## config.mk

```make
export PLATFORM = sky130hd
export DESIGN_NAME = sar_result_fifo_flat
export DESIGN_NICKNAME = d
export VERILOG_FILES = /design/src/rtl/sar_result_fifo_if.sv /design/src/rtl/sar_result_fifo.sv /design/src/flat_wrapper.sv
export SDC_FILE = /design/constraint.sdc
export NUM_CORES = 1
export LEC_CHECK = 0
export CORE_ASPECT_RATIO = 1.75
export CORE_UTILIZATION = 52
export CTS_CLUSTER_SIZE = 16
export DETAILED_ROUTE_END_ITERATION = 12
export PLACE_DENSITY = 0.7
export SLEW_MARGIN = 30
export SYNTH_ARGS = -nofsm -noshare
export SYNTH_HDL_FRONTEND = slang
export SYNTH_SLANG_ARGS = --single-unit
export TNS_END_PERCENT = 5
```

## constraint.sdc

```tcl
create_clock -name clk -period 2.7 [get_ports clk]
set_input_delay 0.54 -clock clk [delete_from_list [all_inputs] [get_ports clk]]
set_output_delay 0.54 -clock clk [all_outputs]
set_load 0.05 [all_outputs]
```

## src/rtl/sar_result_fifo_if.sv

```systemverilog
// Handshake bundle between the SAR converter, the result FIFO and the
// digital back end. The FIFO uses the slave modport; the driving side
// (converter + consumer) uses the master modport.
interface sar_result_fifo_if #(
    parameter int DATA_W = 8,
    parameter int DEPTH  = 8
);
    localparam int FILL_W = $clog2(DEPTH) + 1;

    logic [DATA_W-1:0] sar_in;
    logic              eoc;
    logic              clr;
    logic [DATA_W-1:0] dout;
    logic              dout_valid;
    logic              dout_ready;
    logic [FILL_W-1:0] fill;
    logic              overflow;

    modport master (
        output sar_in, eoc, clr, dout_ready,
        input  dout, dout_valid, fill, overflow
    );

    modport slave (
        input  sar_in, eoc, clr, dout_ready,
        output dout, dout_valid, fill, overflow
    );
endinterface

```

## src/rtl/sar_result_fifo.sv

```systemverilog
// sar_result_fifo: captures SAR codes on the rising edge of eoc, optionally
// averages blocks of 2^AVG_LOG2 codes, and queues results in a circular
// FIFO drained through a valid/ready port. Sticky overflow flags dropped
// results.
//
// Build option: define SAR_AVG_EN to compile in the block-averaging path.
// Without it every captured code is pushed unmodified and AVG_LOG2 is unused.
module sar_result_fifo #(
    parameter int DATA_W   = 8,
    parameter int DEPTH    = 8,
    parameter int AVG_LOG2 = 2
) (
    input logic               clk,
    input logic               rst_n,
    sar_result_fifo_if.slave  bus
);
    localparam int PTR_W  = $clog2(DEPTH);
    localparam int FILL_W = PTR_W + 1;

    // Elaboration-time parameter sanity checks.
    generate
        if (DEPTH < 2 || (DEPTH & (DEPTH - 1)) != 0) begin : g_bad_depth
            $error("sar_result_fifo: DEPTH must be a power of two >= 2");
        end
        if (AVG_LOG2 < 1 || AVG_LOG2 > 4) begin : g_bad_avg
            $error("sar_result_fifo: AVG_LOG2 must be in 1..4");
        end
    endgenerate

    // ------------------------------------------------------------------
    // eoc rising-edge detect. eoc_q resets high so that an eoc already
    // asserted when reset releases is not mistaken for a new conversion.
    // ------------------------------------------------------------------
    logic eoc_q;
    logic cap;

    // Delay eoc by one cycle for edge detection.
    always_ff @(posedge clk or negedge rst_n) begin
        if (!rst_n) eoc_q <= 1'b1;
        else        eoc_q <= bus.eoc;
    end

    assign cap = bus.eoc & ~eoc_q;

    // ------------------------------------------------------------------
    // Result path: either direct, or block average of 2^AVG_LOG2 codes.
    // ------------------------------------------------------------------
    logic              push;
    logic [DATA_W-1:0] push_data;

`ifdef SAR_AVG_EN
    localparam int ACC_W = DATA_W + AVG_LOG2;

    logic [ACC_W-1:0]    acc;
    logic [AVG_LOG2-1:0] cnt;
    logic [ACC_W-1:0]    sum;
    logic                last;

    // Accumulator never overflows: 2^AVG_LOG2 samples of DATA_W bits fit.
    assign sum       = acc + ACC_W'(bus.sar_in);
    assign last      = (cnt == {AVG_LOG2{1'b1}});
    assign push      = cap & last;
    assign push_data = DATA_W'(sum >> AVG_LOG2);

    // Accumulate samples; restart on the block's final sample or on clr.
    always_ff @(posedge clk or negedge rst_n) begin
        if (!rst_n) begin
            acc <= '0;
            cnt <= '0;
        end else if (bus.clr) begin
            acc <= '0;
            cnt <= '0;
        end else if (cap) begin
            if (last) begin
                acc <= '0;
                cnt <= '0;
            end else begin
                acc <= sum;
                cnt <= cnt + AVG_LOG2'(1);
            end
        end
    end
`else
    assign push      = cap;
    assign push_data = bus.sar_in;
`endif

    // ------------------------------------------------------------------
    // Circular FIFO. Pointers wrap naturally since DEPTH is a power of two.
    // ------------------------------------------------------------------
    logic [DATA_W-1:0] mem [DEPTH];
    logic [PTR_W-1:0]  wr_ptr;
    logic [PTR_W-1:0]  rd_ptr;
    logic [FILL_W-1:0] fill;
    logic              overflow;
    logic              valid;
    logic              full;
    logic              do_pop;
    logic              do_push;
    logic              drop;

    assign valid  = (fill != '0);
    assign full   = (fill == FILL_W'(DEPTH));
    // Pop only when data exists, so ready while empty is ignored.
    assign do_pop = valid & bus.dout_ready;
    // A full FIFO still accepts a push if the head leaves in the same cycle.
    assign do_push = push & (~full | do_pop);
    assign drop    = push & full & ~do_pop;

    // Storage write; contents are not reset and a clr cycle writes nothing.
    always_ff @(posedge clk) begin
        if (do_push && !bus.clr) mem[wr_ptr] <= push_data;
    end

    // Pointer, occupancy and overflow bookkeeping; clr beats everything.
    always_ff @(posedge clk or negedge rst_n) begin
        if (!rst_n) begin
            wr_ptr   <= '0;
            rd_ptr   <= '0;
            fill     <= '0;
            overflow <= 1'b0;
        end else if (bus.clr) begin
            wr_ptr   <= '0;
            rd_ptr   <= '0;
            fill     <= '0;
            overflow <= 1'b0;
        end else begin
            if (do_push) wr_ptr <= wr_ptr + PTR_W'(1);
            if (do_pop)  rd_ptr <= rd_ptr + PTR_W'(1);
            case ({do_push, do_pop})
                2'b10:   fill <= fill + FILL_W'(1);
                2'b01:   fill <= fill - FILL_W'(1);
                default: fill <= fill;
            endcase
            if (drop) overflow <= 1'b1;
        end
    end

    assign bus.dout       = mem[rd_ptr];
    assign bus.dout_valid = valid;
    assign bus.fill       = fill;
    assign bus.overflow   = overflow;
endmodule

```

## src/flat_wrapper.sv

```systemverilog
// flat-port wrapper written by rule: the top's interface ports become plain ports
module sar_result_fifo_flat 
#(
    parameter int DATA_W   = 8,
    parameter int DEPTH    = 8,
    parameter int AVG_LOG2 = 2
)
  (clk, rst_n, bus_sar_in, bus_eoc, bus_clr, bus_dout_ready, bus_dout, bus_dout_valid, bus_fill, bus_overflow);
  sar_result_fifo_if #(.DATA_W(DATA_W), .DEPTH(DEPTH)) bus_i ();
  input logic clk;
  input logic rst_n;
  input wire logic [$bits(bus_i.sar_in)-1:0] bus_sar_in;
  input wire logic [$bits(bus_i.eoc)-1:0] bus_eoc;
  input wire logic [$bits(bus_i.clr)-1:0] bus_clr;
  input wire logic [$bits(bus_i.dout_ready)-1:0] bus_dout_ready;
  output wire logic [$bits(bus_i.dout)-1:0] bus_dout;
  output wire logic [$bits(bus_i.dout_valid)-1:0] bus_dout_valid;
  output wire logic [$bits(bus_i.fill)-1:0] bus_fill;
  output wire logic [$bits(bus_i.overflow)-1:0] bus_overflow;
  assign bus_i.sar_in = bus_sar_in;
  assign bus_i.eoc = bus_eoc;
  assign bus_i.clr = bus_clr;
  assign bus_i.dout_ready = bus_dout_ready;
  assign bus_dout = bus_i.dout;
  assign bus_dout_valid = bus_i.dout_valid;
  assign bus_fill = bus_i.fill;
  assign bus_overflow = bus_i.overflow;
  sar_result_fifo #(.DATA_W(DATA_W), .DEPTH(DEPTH), .AVG_LOG2(AVG_LOG2)) u_core (.clk(clk), .rst_n(rst_n), .bus(bus_i));
endmodule
```

== After elaboration in Yosys (flattened, before gate mapping) ==
Memory sizes are Yosys's and may differ from the RTL's.
Cells that the tools add are included.
Widths: inputs -> output; s select.

* Bits in read-only memories: 0
* Memories kept: 1
* Bits in latches: 0
* Logic and storage cells: 39
* Memory bits (writable): 64
* Bits of input ports: 13
* Bits in registers: 12
* Output and inout port bits: 14

{| class="wikitable"
|+ Memories
! memory !! words !! bits a word !! rd ports !! clocked after Yosys merged registers in !! write ports !! RTL line !! text
|-
| u_core.mem || 8 || 8 || 1 || 0 || 1 || sar_result_fifo.sv:91 || <nowiki>logic [DATA_W-1:0] mem [DEPTH];</nowiki>
|}

* $add $sub $neg: 4
* Shift-type cells: 0
* Div/mod/pow operators: 0
* Order comparisons: 0
* Multiplexer cells: 10
* Multipliers: 0
* Reduce and logical (&&, ||, !) cells: 7
* Eq/ne operators: 3
* Bitwise gates (word level): 9

{| class="wikitable"
|+ Operators by type and width
! operator !! number
|-
| $mux 3 || 4
|-
| $pmux 4 s2 || 1
|-
| $add 3x1->3 const B || 2
|-
| $reduce_bool 2->1 || 3
|-
| $and 1x1->1 || 5
|-
| $add 4x1->4 const B || 1
|-
| $eq 4x4->1 const B || 1
|-
| $mux 1 || 4
|-
| $mux 4 || 1
|-
| $reduce_bool 4->1 || 1
|-
| $sub 4x1->4 const B || 1
|-
| $not 1->1 || 3
|-
| $reduce_bool 3->1 || 1
|-
| $eq 2x1->1 const B || 1
|-
| $eq 2x2->1 const B || 1
|-
| $logic_and 1x1->1 || 1
|-
| $logic_not 1->1 || 1
|-
| $or 1x1->1 || 1
|}

== Longest topological paths before layout ==
Gate-level depths: netlist of the first run.

* Depth after elaboration: 7
* Mapped depth: 9
* Mapped depth without buffers: 8

== Worst setup path before layout of the first run ==
Ideal clock, no wire load.

* Path kind: register to register
* Start: register u_core.fill[0], in the netlist u_core.bus.fill[0]
* End: memory u_core.mem[1][0] (enable)
* Arrival time: 2.212 ns
* Library setup time: 0.383 ns
* Slack: 0.105 ns
* Data required time: 2.317 ns
* Clock period less this slack: 2.595 ns
* Stages on the path, launching flop included: 5
* Path buffers: 0
* Cell sequence: dfrtp_1 > or3_1 > o21ai_2 > or3b_1 > nor3_1

* Cells in the longest elaborated chain, start to end: 7
* Elaborated cells between the ends (all ways): 9
* Classes of those cells: eq/ne (1); mux (2); bitwise (4); reduce/logical (2)

{| class="wikitable"
|+ RTL lines
! element !! RTL line !! text
|-
| from (decl) || sar_result_fifo.sv:94 || <nowiki>logic [FILL_W-1:0] fill;</nowiki>
|-
| from (signal assigned) || sar_result_fifo.sv:131 || <nowiki>2'b10: fill <= fill + FILL_W'(1);</nowiki>
|-
| from (signal assigned) || sar_result_fifo.sv:132 || <nowiki>2'b01: fill <= fill - FILL_W'(1);</nowiki>
|-
| from (signal assigned) || sar_result_fifo.sv:133 || <nowiki>default: fill <= fill;</nowiki>
|-
| $reduce_bool 4->1 or $eq 4x4->1 (tied branches) || sar_result_fifo.sv:102, sar_result_fifo.sv:103 ||
|-
| $and 1x1->1 or $not 1->1 (tied branches) || sar_result_fifo.sv:105, sar_result_fifo.sv:107 ||
|-
| $or 1x1->1 * || sar_result_fifo.sv:107 || <nowiki>assign do_push = push & (~full | do_pop);</nowiki>
|-
| $and 1x1->1 * || sar_result_fifo.sv:107 ||
|-
| $logic_and 1x1->1 * || sar_result_fifo.sv:112 || <nowiki>if (do_push && !bus.clr) mem[wr_ptr] <= push_data;</nowiki>
|-
| $mux 1 * || sar_result_fifo.sv:112 ||
|-
| $mux 1 (implied by the code) * || sar_result_fifo.sv:112 ||
|-
| to (decl) || sar_result_fifo.sv:91 ||
|}

Every way passes the cells marked *; elsewhere a longest branch is shown, timed or not.

== Final worst setup path of the first run ==
* Start: register u_core.rd_ptr[0]
* End: output port bus_dout[4]

* Cells in the longest elaborated chain, start to end: 1

{| class="wikitable"
|+ RTL lines
! element !! RTL line !! text
|-
| from (decl) || sar_result_fifo.sv:93 || <nowiki>logic [PTR_W-1:0] rd_ptr;</nowiki>
|-
| from (signal assigned) || sar_result_fifo.sv:129 || <nowiki>if (do_pop) rd_ptr <= rd_ptr + PTR_W'(1);</nowiki>
|-
| $mem_v2 8x8 || n/a ||
|-
| to (decl) || flat_wrapper.sv:16 || <nowiki>output wire logic [$bits(bus_i.dout)-1:0] bus_dout;</nowiki>
|}

Every way passes these cells.

==> results of run 1 <==
cell usage in the layout, fill, tap and decap left out, drive strengths merged, types with 4 or more instances in the layout:
| cell | instances |
|---|---|
| dfrtp | 11 |
| xor2 | 4 |
| clkbuf | 13 |
| buf | 23 |
| mux4 | 16 |
| clkdlybuf4s50 | 17 |
| nor3 | 5 |
| nand2 | 5 |
| ha | 4 |
| nor2 | 15 |
| edfxtp | 64 |
| mux2 | 9 |
kinds of logic after synthesis:
family,share of synthesized area (%)
DFF,69.41
and+or+nand+nor,6.992
muxes,14.84
AOI/OAI and AO/OA,4.297
buffers and inverters,1.250
xor gates and xnor gates,1.641
adders and majority gates,1.563
per-stage QoR:
stage	power, W	utilization [%]
finish	0.003109	63.79
CTS	0.003138	63.79
detailed placement	0.002442	61.04
global route	0.003261	63.79
floorplan	0.002164	-
global placement	0.002403	61.04
where the power goes:
| part | internal, W | switching (W) |
|---|---|---|
| Clock | 0.000355 | 0.000357 |
| Sequential | 0.00132 | 0.0000745 |
| Combinational | 0.000412 | 0.000596 |
metal layers:
layer	track usage, %	up-vias	wire (um)
li1	-	787	-
met1	23.06	837	2148
met5	0	-	0
met3	4.908	12	177
met2	35.95	39	3377
met4	9.365	0	124
sequential cells by signal (all words and copies together), names as in the netlist:
signal               count
u_core.mem              64
u_core.rd_ptr            3
u_core.bus.overflow      1
u_core.bus.fill          4
u_core.eoc_q             1
u_core.wr_ptr            3
timing repair:
item,4_1_cts,5_1_grt
resized for setup,1,0
endpoints found under the hold margin,0,0
setup endpoints to repair,1,0
worst paths after layout:
path                       cells after the start                   to
max                                            4          bus_dout[4]
min                                            2  u_core.bus.overflow
max reg2reg                                    8   u_core.bus.fill[3]
min reg2reg                                    2  u_core.bus.overflow
max in group asynchronous                      1     u_core.wr_ptr[0]
min in group asynchronous                      1   u_core.bus.fill[0]
layout make-up:
| type | count | area [um^2] |
|---|---|---|
| Clock inverter | 3 | 15.01 |
| Tap cell | 78 | 97.59 |
| Multi-Input combinational cell | 91 | 939.7 |
| Fill cell | 482 | 2146 |
| Inverter | 1 | 3.754 |
| Sequential cell | 76 | 2223 |
| Clock buffer | 13 | 148.9 |
| Timing Repair Buffer | 41 | 351.6 |
worst reg2reg max path, stage by stage (launching register included):
cell and delay [ns]:
dfrtp_1 0.50, o41a_1 0.51, nand2_4 0.12, inv_2 0.07, ha_1 0.32, o21ai_0 0.11, nor4b_4 0.24, o22ai_2 0.10
mux2_4 0.30
==> metrics.txt, run 1 <==
Detail Route Antenna Nets=0; PortBufs=26; CP cell instances=buf_4, mux4_2, mux2_2, buf_4; Max Fclk=0.4085 GHz; Placed Cells=approximately 290; Clock Tree Buf Depth=2; global-route wire length before repair=around 9000 um; max_slew headroom=around 51%; critical path buffer and inverter count=2; Post-CTS Hold Buffers=0; Die Wd=61.33 um; synthesis-to-finish area growth=18.01%; Ys Warns=0; layout cells sized above 1=slightly above 30%; Mapped Nets=192; clock skew=0.009256 ns; unrepaired setup endpoints after global routing=false; global-route usage over all layers=around a fifth; R2R Setup Slk=about 0.33 ns; Core ar.=about 0.0059 mm^2; R2R Path Start=u_core.bus.fill[1]; Critical Path Source=u_core.rd_ptr[0]; GPL Wtd Cong=~0.84; LEAKAGE=1.317 nW; largest net degree at the start of global routing=17; Synth area leaders=edfxtp_1, mux4_2, dfrtp_1; maximum vdd drop=around 750 uV; Cells after Synth=175; Slew Viols, Final=0; vias in the first global route=around 1800; Num Clock Sinks=between 70 and 80; Critical Path Sink Type=output port; post-CTS setup buffers=0; # IOs=27; CP max stage cell=mux4_2; average wire per cell in the routed design=19.23 um; Hold Worst Slack=between 0.5 and 0.6 ns; startpoint types=register; DIE HEIGHT=roughly 110 um; Tcrit/Tclk final=about nine tenths; Placed Instance Area=about 0.0036 mm^2; Largest stage delay, worst path=between 0.5 and 0.6 ns; Clk pin slew, worst setup/hold paths=around 0.060 ns; Final Setup Violations=0; Final Hold Viols=0; Post-Place Setup Slack=roughly 0.011 ns; clk_lat worst skew=approximately 0.33 ns; Vias/cell=5.528; count leader, synth=edfxtp_1; Worst Tran Pin Value=0.7291 ns; CTS tree=done; Clk Tree Root Cell=clkbuf_8; drt first pass iters=4; post-synthesis sequential area ratio=a little over two thirds; number of CTS-inserted buffers=9; Setup CP Type=register to output port; initial antenna violation count=0; cell taking the most area after synthesis=edfxtp_1; HP Start=u_core.bus.overflow; full die area=about 0.0065 mm^2; worst endpoint required time=around 2.2 ns; CP most frequent cell=buf_4; Final #Nets=about 240; H-tree Lvls=3; # diodes=0; Worst Hold Class=register to register; status=finished clean; Netlist Area Pre-Place=between 0.003 and 0.004 mm^2; post-route cell area=around 0.0038 mm^2; Yosys top cell area share=between 60% and 70%; hpwl dp=~4100 um; Post-Route WL=5827 um; Sum Neg Setup Slack=0 ns; Yosys cell types=42; Residual DRC=0; final worst slack=between 0.2 and 0.3 ns; Non-Filler Instances=around 300; maxcap violations=0; Top delay family on crit path=multiplexers; PwrDens=between 800 and 900 mW/mm^2; total number of vias=approximately 1700; ys async rst share=between 10% and 20%; Initial Utilization=54.05%; Synth Register Bits=76; Post-synth EDFFs=64; GRT overflow=0; Mapped Avg Cell Area=approximately 18 um^2; CP Data Arrival Time=between 1.5 and 2 ns; DRT iter0 DRCs=66; Post-synth top flop=edfxtp_1; top cells by count, synth=edfxtp_1, mux4_2, nor2_1; Max FO, Critical Path=10; Final Critical Period=2.448 ns; row count=37
Power figures use the tool's default switching activity.
==> run 2: changes to the inputs <==
--- a/config.mk
+++ b/config.mk
@@ -5,11 +5,13 @@
 export SDC_FILE = /design/constraint.sdc
 export NUM_CORES = 1
 export LEC_CHECK = 0
+export CAP_MARGIN = 0
 export CORE_ASPECT_RATIO = 1.75
 export CORE_UTILIZATION = 52
 export CTS_CLUSTER_SIZE = 16
 export DETAILED_ROUTE_END_ITERATION = 12
-export PLACE_DENSITY = 0.7
+export DONT_BUFFER_PORTS = 1
+export PLACE_DENSITY = 0.64
 export SLEW_MARGIN = 30
 export SYNTH_ARGS = -nofsm -noshare
 export SYNTH_HDL_FRONTEND = slang
==> run 2 against run 1 <==
  * Sequential power about the same
  * Routed wire length fell by 2.2%
  * Sequential share of layout area increased by 2.8 points
  * Combinational power down 6%
  * Total power increased by 3.1%
  * Non-clock buffer count fell by 23
  * Critical path depth shrank 1
  * Worst setup slack better by 0.0099 ns
  * Register-to-register slack worse by 0.05 ns
  * Final area is 4.5% lower
  * Clock skew shrank 0.0013 ns
  * Critical path type unchanged
  * Largest cell class unchanged
  * Largest power group unchanged
==> metrics.txt, run 2 (synthesis results as in run 1) <==
vias in the first global route=between 1500 and 2000; worst endpoint required time=between 2 and 2.5 ns; row count=37; H-tree Lvls=3; global-route wire length before repair=~9000 um; unrepaired setup endpoints after global routing=false; synthesis-to-finish area growth=12.66%; GPL Wtd Cong=0.7794; PwrDens=888.5 mW/mm^2; full die area=~0.0065 mm^2; Reg area=~0.0022 mm^2; Max FO, Critical Path=12; Sum Neg Setup Slack=0 ns; Clk Tree Root Cell=clkbuf_8; largest net degree at the start of global routing=16; largest registers=u_core.mem (64), u_core.bus.fill (4); initial antenna violation count=0; Core ar.=between 0.005 and 0.006 mm^2; Final Critical Period=around 2.4 ns; most flop-heavy register=u_core.mem; Residual DRC=0; DIE HEIGHT=about 110 um; Hold Worst Slack=~0.036 ns; Post-Place Setup Slack=a little over 0.3 ns; Final Setup Violations=0; Clk pin slew, worst setup/hold paths=~0.070 ns; Worst Tran Pin Value=between 0.8 and 0.9 ns; maxcap violations=0; GRT overflow=0; number of CTS-inserted buffers=9; commonest non-fill, non-tap cell in the layout=edfxtp_1; average wire per cell in the routed design=20.36 um; PortBufs=0; most frequent cells in the layout=edfxtp_1, buf_4, mux4_2, nor2_1, dfrtp_1; Setup CP Type=register to output port; CTS tree=done; footprint of the multi-input gates=939.7 um^2; fill count=between 400 and 500; maximum vdd drop=~800 uV; Slew Viols, Final=0; # diodes=0; Die Wd=61.33 um; Num Clock Sinks=76; Tot Pwr=between 0.003 and 0.004 W; CP Data Arrival Time=1.90 ns; final worst slack=~0.26 ns; max_slew headroom=between 40% and 50%; Placed Instance Area=around 0.0034 mm^2; hpwl dp=just under 4000 um; total number of vias=1603; Tcrit/Tclk final=around 90%; DRT iter0 DRCs=37; Vias/cell=5.725; drt first pass iters=4; Detail Route Antenna Nets=0; Post-Route WL=roughly 5700 um; clk_lat worst skew=0.35 ns; layout cells sized above 1=between 30% and 40%; Critical Path Sink Type=output port; Max Fclk=0.4102 GHz; Clock Tree Buf Depth=2; Worst Hold Class=input pin to async pin; LEAKAGE=between 1 and 1.5 nW; Initial Utilization=54.05%; status=finished clean; clock skew=0.007990 ns; startpoint types=register; global-route usage over all layers=between 20% and 30%; Final #Nets=roughly 210; Final Hold Viols=0; post-route cell area=between 0.003 and 0.004 mm^2; # IOs=27; Largest register FFs=64
run 2: changes by cell type in the layout (fill, tap and decap cells not counted):
cell	delta
clkbuf_8	-1
clkdlybuf4s50_1	-17
buf_4	-6
bufinv_16	+2
clkinv_1	+1
dlygate4sd3_1	+1
clkbuf_1	-2
dlygate4sd2_1	-1
run 2: path summary, 6_finish.rpt:
path	slack (ns)	from	cells after the start	endpoint
max in group asynchronous	1.72	rst_n	1	u_core.bus.overflow
setup reg to reg	0.28	u_core.bus.fill[1]	8	u_core.bus.fill[3]
hold / removal	0.04	rst_n	0	u_core.eoc_q
setup / recovery	0.26	u_core.rd_ptr[1]	3	bus_dout[3]
min in group clk	0.19	bus_eoc	0	u_core.eoc_q
hold reg to reg	0.60	u_core.wr_ptr[0]	2	u_core.wr_ptr[0]
run 2: routing by layer:
layer / share of wire [%] / wire (um) / up-vias / track usage [%]
met5: 0 / 0 / - / 0
met2: 56 / 3203 / 39 / 34.78
met4: 2.8 / 160 / 0 / 11.27
met3: 4.5 / 258 / 12 / 6.994
li1: - / - / 740 / -
met1: 36 / 2079 / 812 / 22.49
run 2: where the power goes:
group / internal, W / total [W] / switching (W)
clock: 0.000512 / 0.000893 / 0.000381
sequential: 0.00132 / 0.00136 / 0.0000464
combinational: 0.000348 / 0.000951 / 0.000603
run 2: metrics by stage:
step | util (%) | std cells
after floorplan | - | 175
after global placement | 57.24 | 263
after detailed placement | 57.24 | 263
after CTS | 60.90 | 280
after global routing | 60.90 | 280
final | 60.90 | 280
run 2: what timing repair did:
| item | 4_1_cts | 5_1_grt |
|---|---|---|
| resized for setup | 0 | 0 |
| endpoints found under the hold margin | 11 | 0 |
| buffers inserted | 0 | 0 |
| hold buffers | 1 | 0 |
run 2: worst max-delay path, stage by stage (launching register included):
cell     delay (ns)
dfrtp_1        0.54
buf_4          0.29
mux4_2         0.31
mux2_2         0.41
run 2: cell type report:
type	count	area share (%)
clock buffer	10	3.537
clock inverter	6	2.184
inverter	1	0.1040
multi-input combinational	91	26.04
sequential	76	61.62
tap	78	2.705
timing repair buffer	18	3.814
==> run 3: changes to the inputs <==
--- a/config.mk
+++ b/config.mk
@@ -7,11 +7,11 @@
 export LEC_CHECK = 0
 export CAP_MARGIN = 0
 export CORE_ASPECT_RATIO = 1.75
-export CORE_UTILIZATION = 52
+export CORE_UTILIZATION = 40
 export CTS_CLUSTER_SIZE = 16
 export DETAILED_ROUTE_END_ITERATION = 12
 export DONT_BUFFER_PORTS = 1
-export PLACE_DENSITY = 0.64
+export PLACE_DENSITY = 0.51
 export SLEW_MARGIN = 30
 export SYNTH_ARGS = -nofsm -noshare
 export SYNTH_HDL_FRONTEND = slang
==> run 3 against run 2 <==
  * Total power grew 3.0%
  * Final area grew 2.0%
  * Flip-flop and latch count is the same
  * Highest routed layer unchanged
==> metrics.txt, run 3 (synthesis results as in run 1) <==
PortBufs=0; # diodes=0; Setup CP Type=register to output port; Placed Cells=274; Post-Route WL=5958 um; largest registers=u_core.mem (64), u_core.bus.fill (4); Flop pwr share=40.9%; H-tree Lvls=3; Tot Pwr=roughly 0.0033 W; global-route usage over all layers=15.82%; CTS tree=done; startpoint types=register; footprint of the multi-input gates=about 940 um^2; full die area=0.008384 mm^2; Non-Filler Instances=~290; Tcrit/Tclk final=around 90%; Final Hold Viols=0; Sum Neg Setup Slack=0 ns; Max Fclk=0.4135 GHz; unrepaired setup endpoints after global routing=false; Sw Share=between 30% and 40%; maxcap violations=0; Reg2Reg Depth=8; Clk Tree Root Cell=clkbuf_16; average wire per cell in the routed design=just over 20 um; Clock Tree Buf Depth=2; R2R Path Start=u_core.bus.fill[0]; Sw Pwr=0.001052 W; Top delay family on crit path=multiplexers; status=finished clean; Gate power share=between 20% and 30%; DRT iter0 DRCs=67; worst endpoint required time=around 2.2 ns; CP cell instances=buf_4, mux4_2, mux2_2; drt first pass iters=4; Detail Route Antenna Nets=0; LEAKAGE=1.269 nW; Clock Power Share=30.4%; CP max stage cell=mux4_2; Die Wd=69.65 um; clock skew=between 0.005 and 0.006 ns; commonest non-fill, non-tap cell in the layout=edfxtp_1; Final #Nets=~220; critical path buffer and inverter count=1; worst reg2reg path endpoint=u_core.bus.fill[3]; Final Setup Violations=0; largest net degree at the start of global routing=16; Critical Path Sink Type=output port; Final Critical Period=between 2 and 2.5 ns; layout cells sized above 1=30.85%; CP endpoint=bus_dout[0]; Critical Path Source=u_core.rd_ptr[0]; Largest stage delay, worst path=roughly 0.54 ns; GRT overflow=0; PwrDens=roughly 900 mW/mm^2; vias in the first global route=approximately 1800; Reg area=around 0.0022 mm^2; total number of vias=roughly 1600; synthesis-to-finish area growth=14.92%; Worst Hold Class=input pin to async pin; maximum vdd drop=838.2 uV; fill count=roughly 650; CP Data Arrival Time=1.88 ns; Core ar.=~0.0077 mm^2; row count=42; Largest register FFs=64; Max FO, Critical Path=12; hpwl dp=between 4000 and 5000 um; DIE HEIGHT=between 100 and 150 um; Slew Viols, Final=0; initial antenna violation count=0; most flop-heavy register=u_core.mem; Worst Tran Pin Value=0.7964 ns; max_slew headroom=46.22%; number of CTS-inserted buffers=9; Vias/cell=roughly 5.6; critical path depth in cells=3; Residual DRC=0; most frequent cells in the layout=edfxtp_1, buf_4, mux4_2, nor2_1, dfrtp_1; R2R Setup Slk=approximately 0.43 ns; global-route wire length before repair=about 9500 um; Initial Utilization=between 40% and 50%; Num Clock Sinks=76; GPL Wtd Cong=0.7104; Cell Int Power=0.002251 W; # IOs=27; Clk pin slew, worst setup/hold paths=approximately 0.050 ns; clk_lat worst skew=around 0.33 ns
## run 3: cell count changes in the layout (fill, tap and decap cells not counted), moves of 2 or more
cell / previous run / this run
clkinv_1: 1 / 3
clkbuf_8: 9 / 0
bufinv_16: 2 / 0
clkbuf_16: 0 / 9
## run 3: what timing repair did
item / in CTS / in global routing
buffers inserted: 0 / 0
resized for setup: 0 / 0
hold buffers: 1 / 0
hold endpoints to repair: 11 / 0
## run 3: cell type report
cell class / count / area share (%)
flip-flops and latches: 76 / 60.40
multi-input cells: 91 / 25.53
clock buffers: 9 / 6.118
repair buffers: 19 / 4.283
well taps: 88 / 2.991
clock inverters: 5 / 0.5778
inverters: 1 / 0.1020
## run 3: how the worst min path moves through the flow
stage               start                  to  slack [ns]  cells after the start
floorplan           rst_n  u_core.bus.fill[0]        0.24                      0
global placement    rst_n    u_core.wr_ptr[0]        0.24                      0
detailed placement  rst_n    u_core.wr_ptr[0]        0.24                      0
CTS                 rst_n        u_core.eoc_q        0.05                      0
global route        rst_n        u_core.eoc_q        0.04                      0
finish              rst_n        u_core.eoc_q        0.06                      0
## run 3: layer usage
layer / GRT usage (%) / part of all wire (%)
met1: 16.39 / 37
met2: 29.13 / 57
met3: 3.500 / 3.4
met4: 8.625 / 2.6
met5: 0 / 0
## run 3: through the flow
stage                     util [%]  cell area, um^2  setup WS [ns]  hold slack (ns)
final                        47.98             3681         0.2817          0.05661
after global routing         47.98             3681         0.1987          0.04388
after CTS                    47.98             3681         0.2435          0.04502
after detailed placement     44.63             3425         0.4388           0.2447
after global placement       44.63             3425         0.5166           0.2448
after floorplan                  -             3203         0.1050           0.2444
## run 3: power by group through the flow
stage	clock, W	sequential, W	combinational [W]
finish	0.00101	0.00135	0.000947
global route	0.00107	0.00135	0.00100
CTS	0.00103	0.00135	0.000958
detailed placement	0	0.00137	0.000949
global placement	0	0.00137	0.000913
floorplan	0	0.00147	0.000694
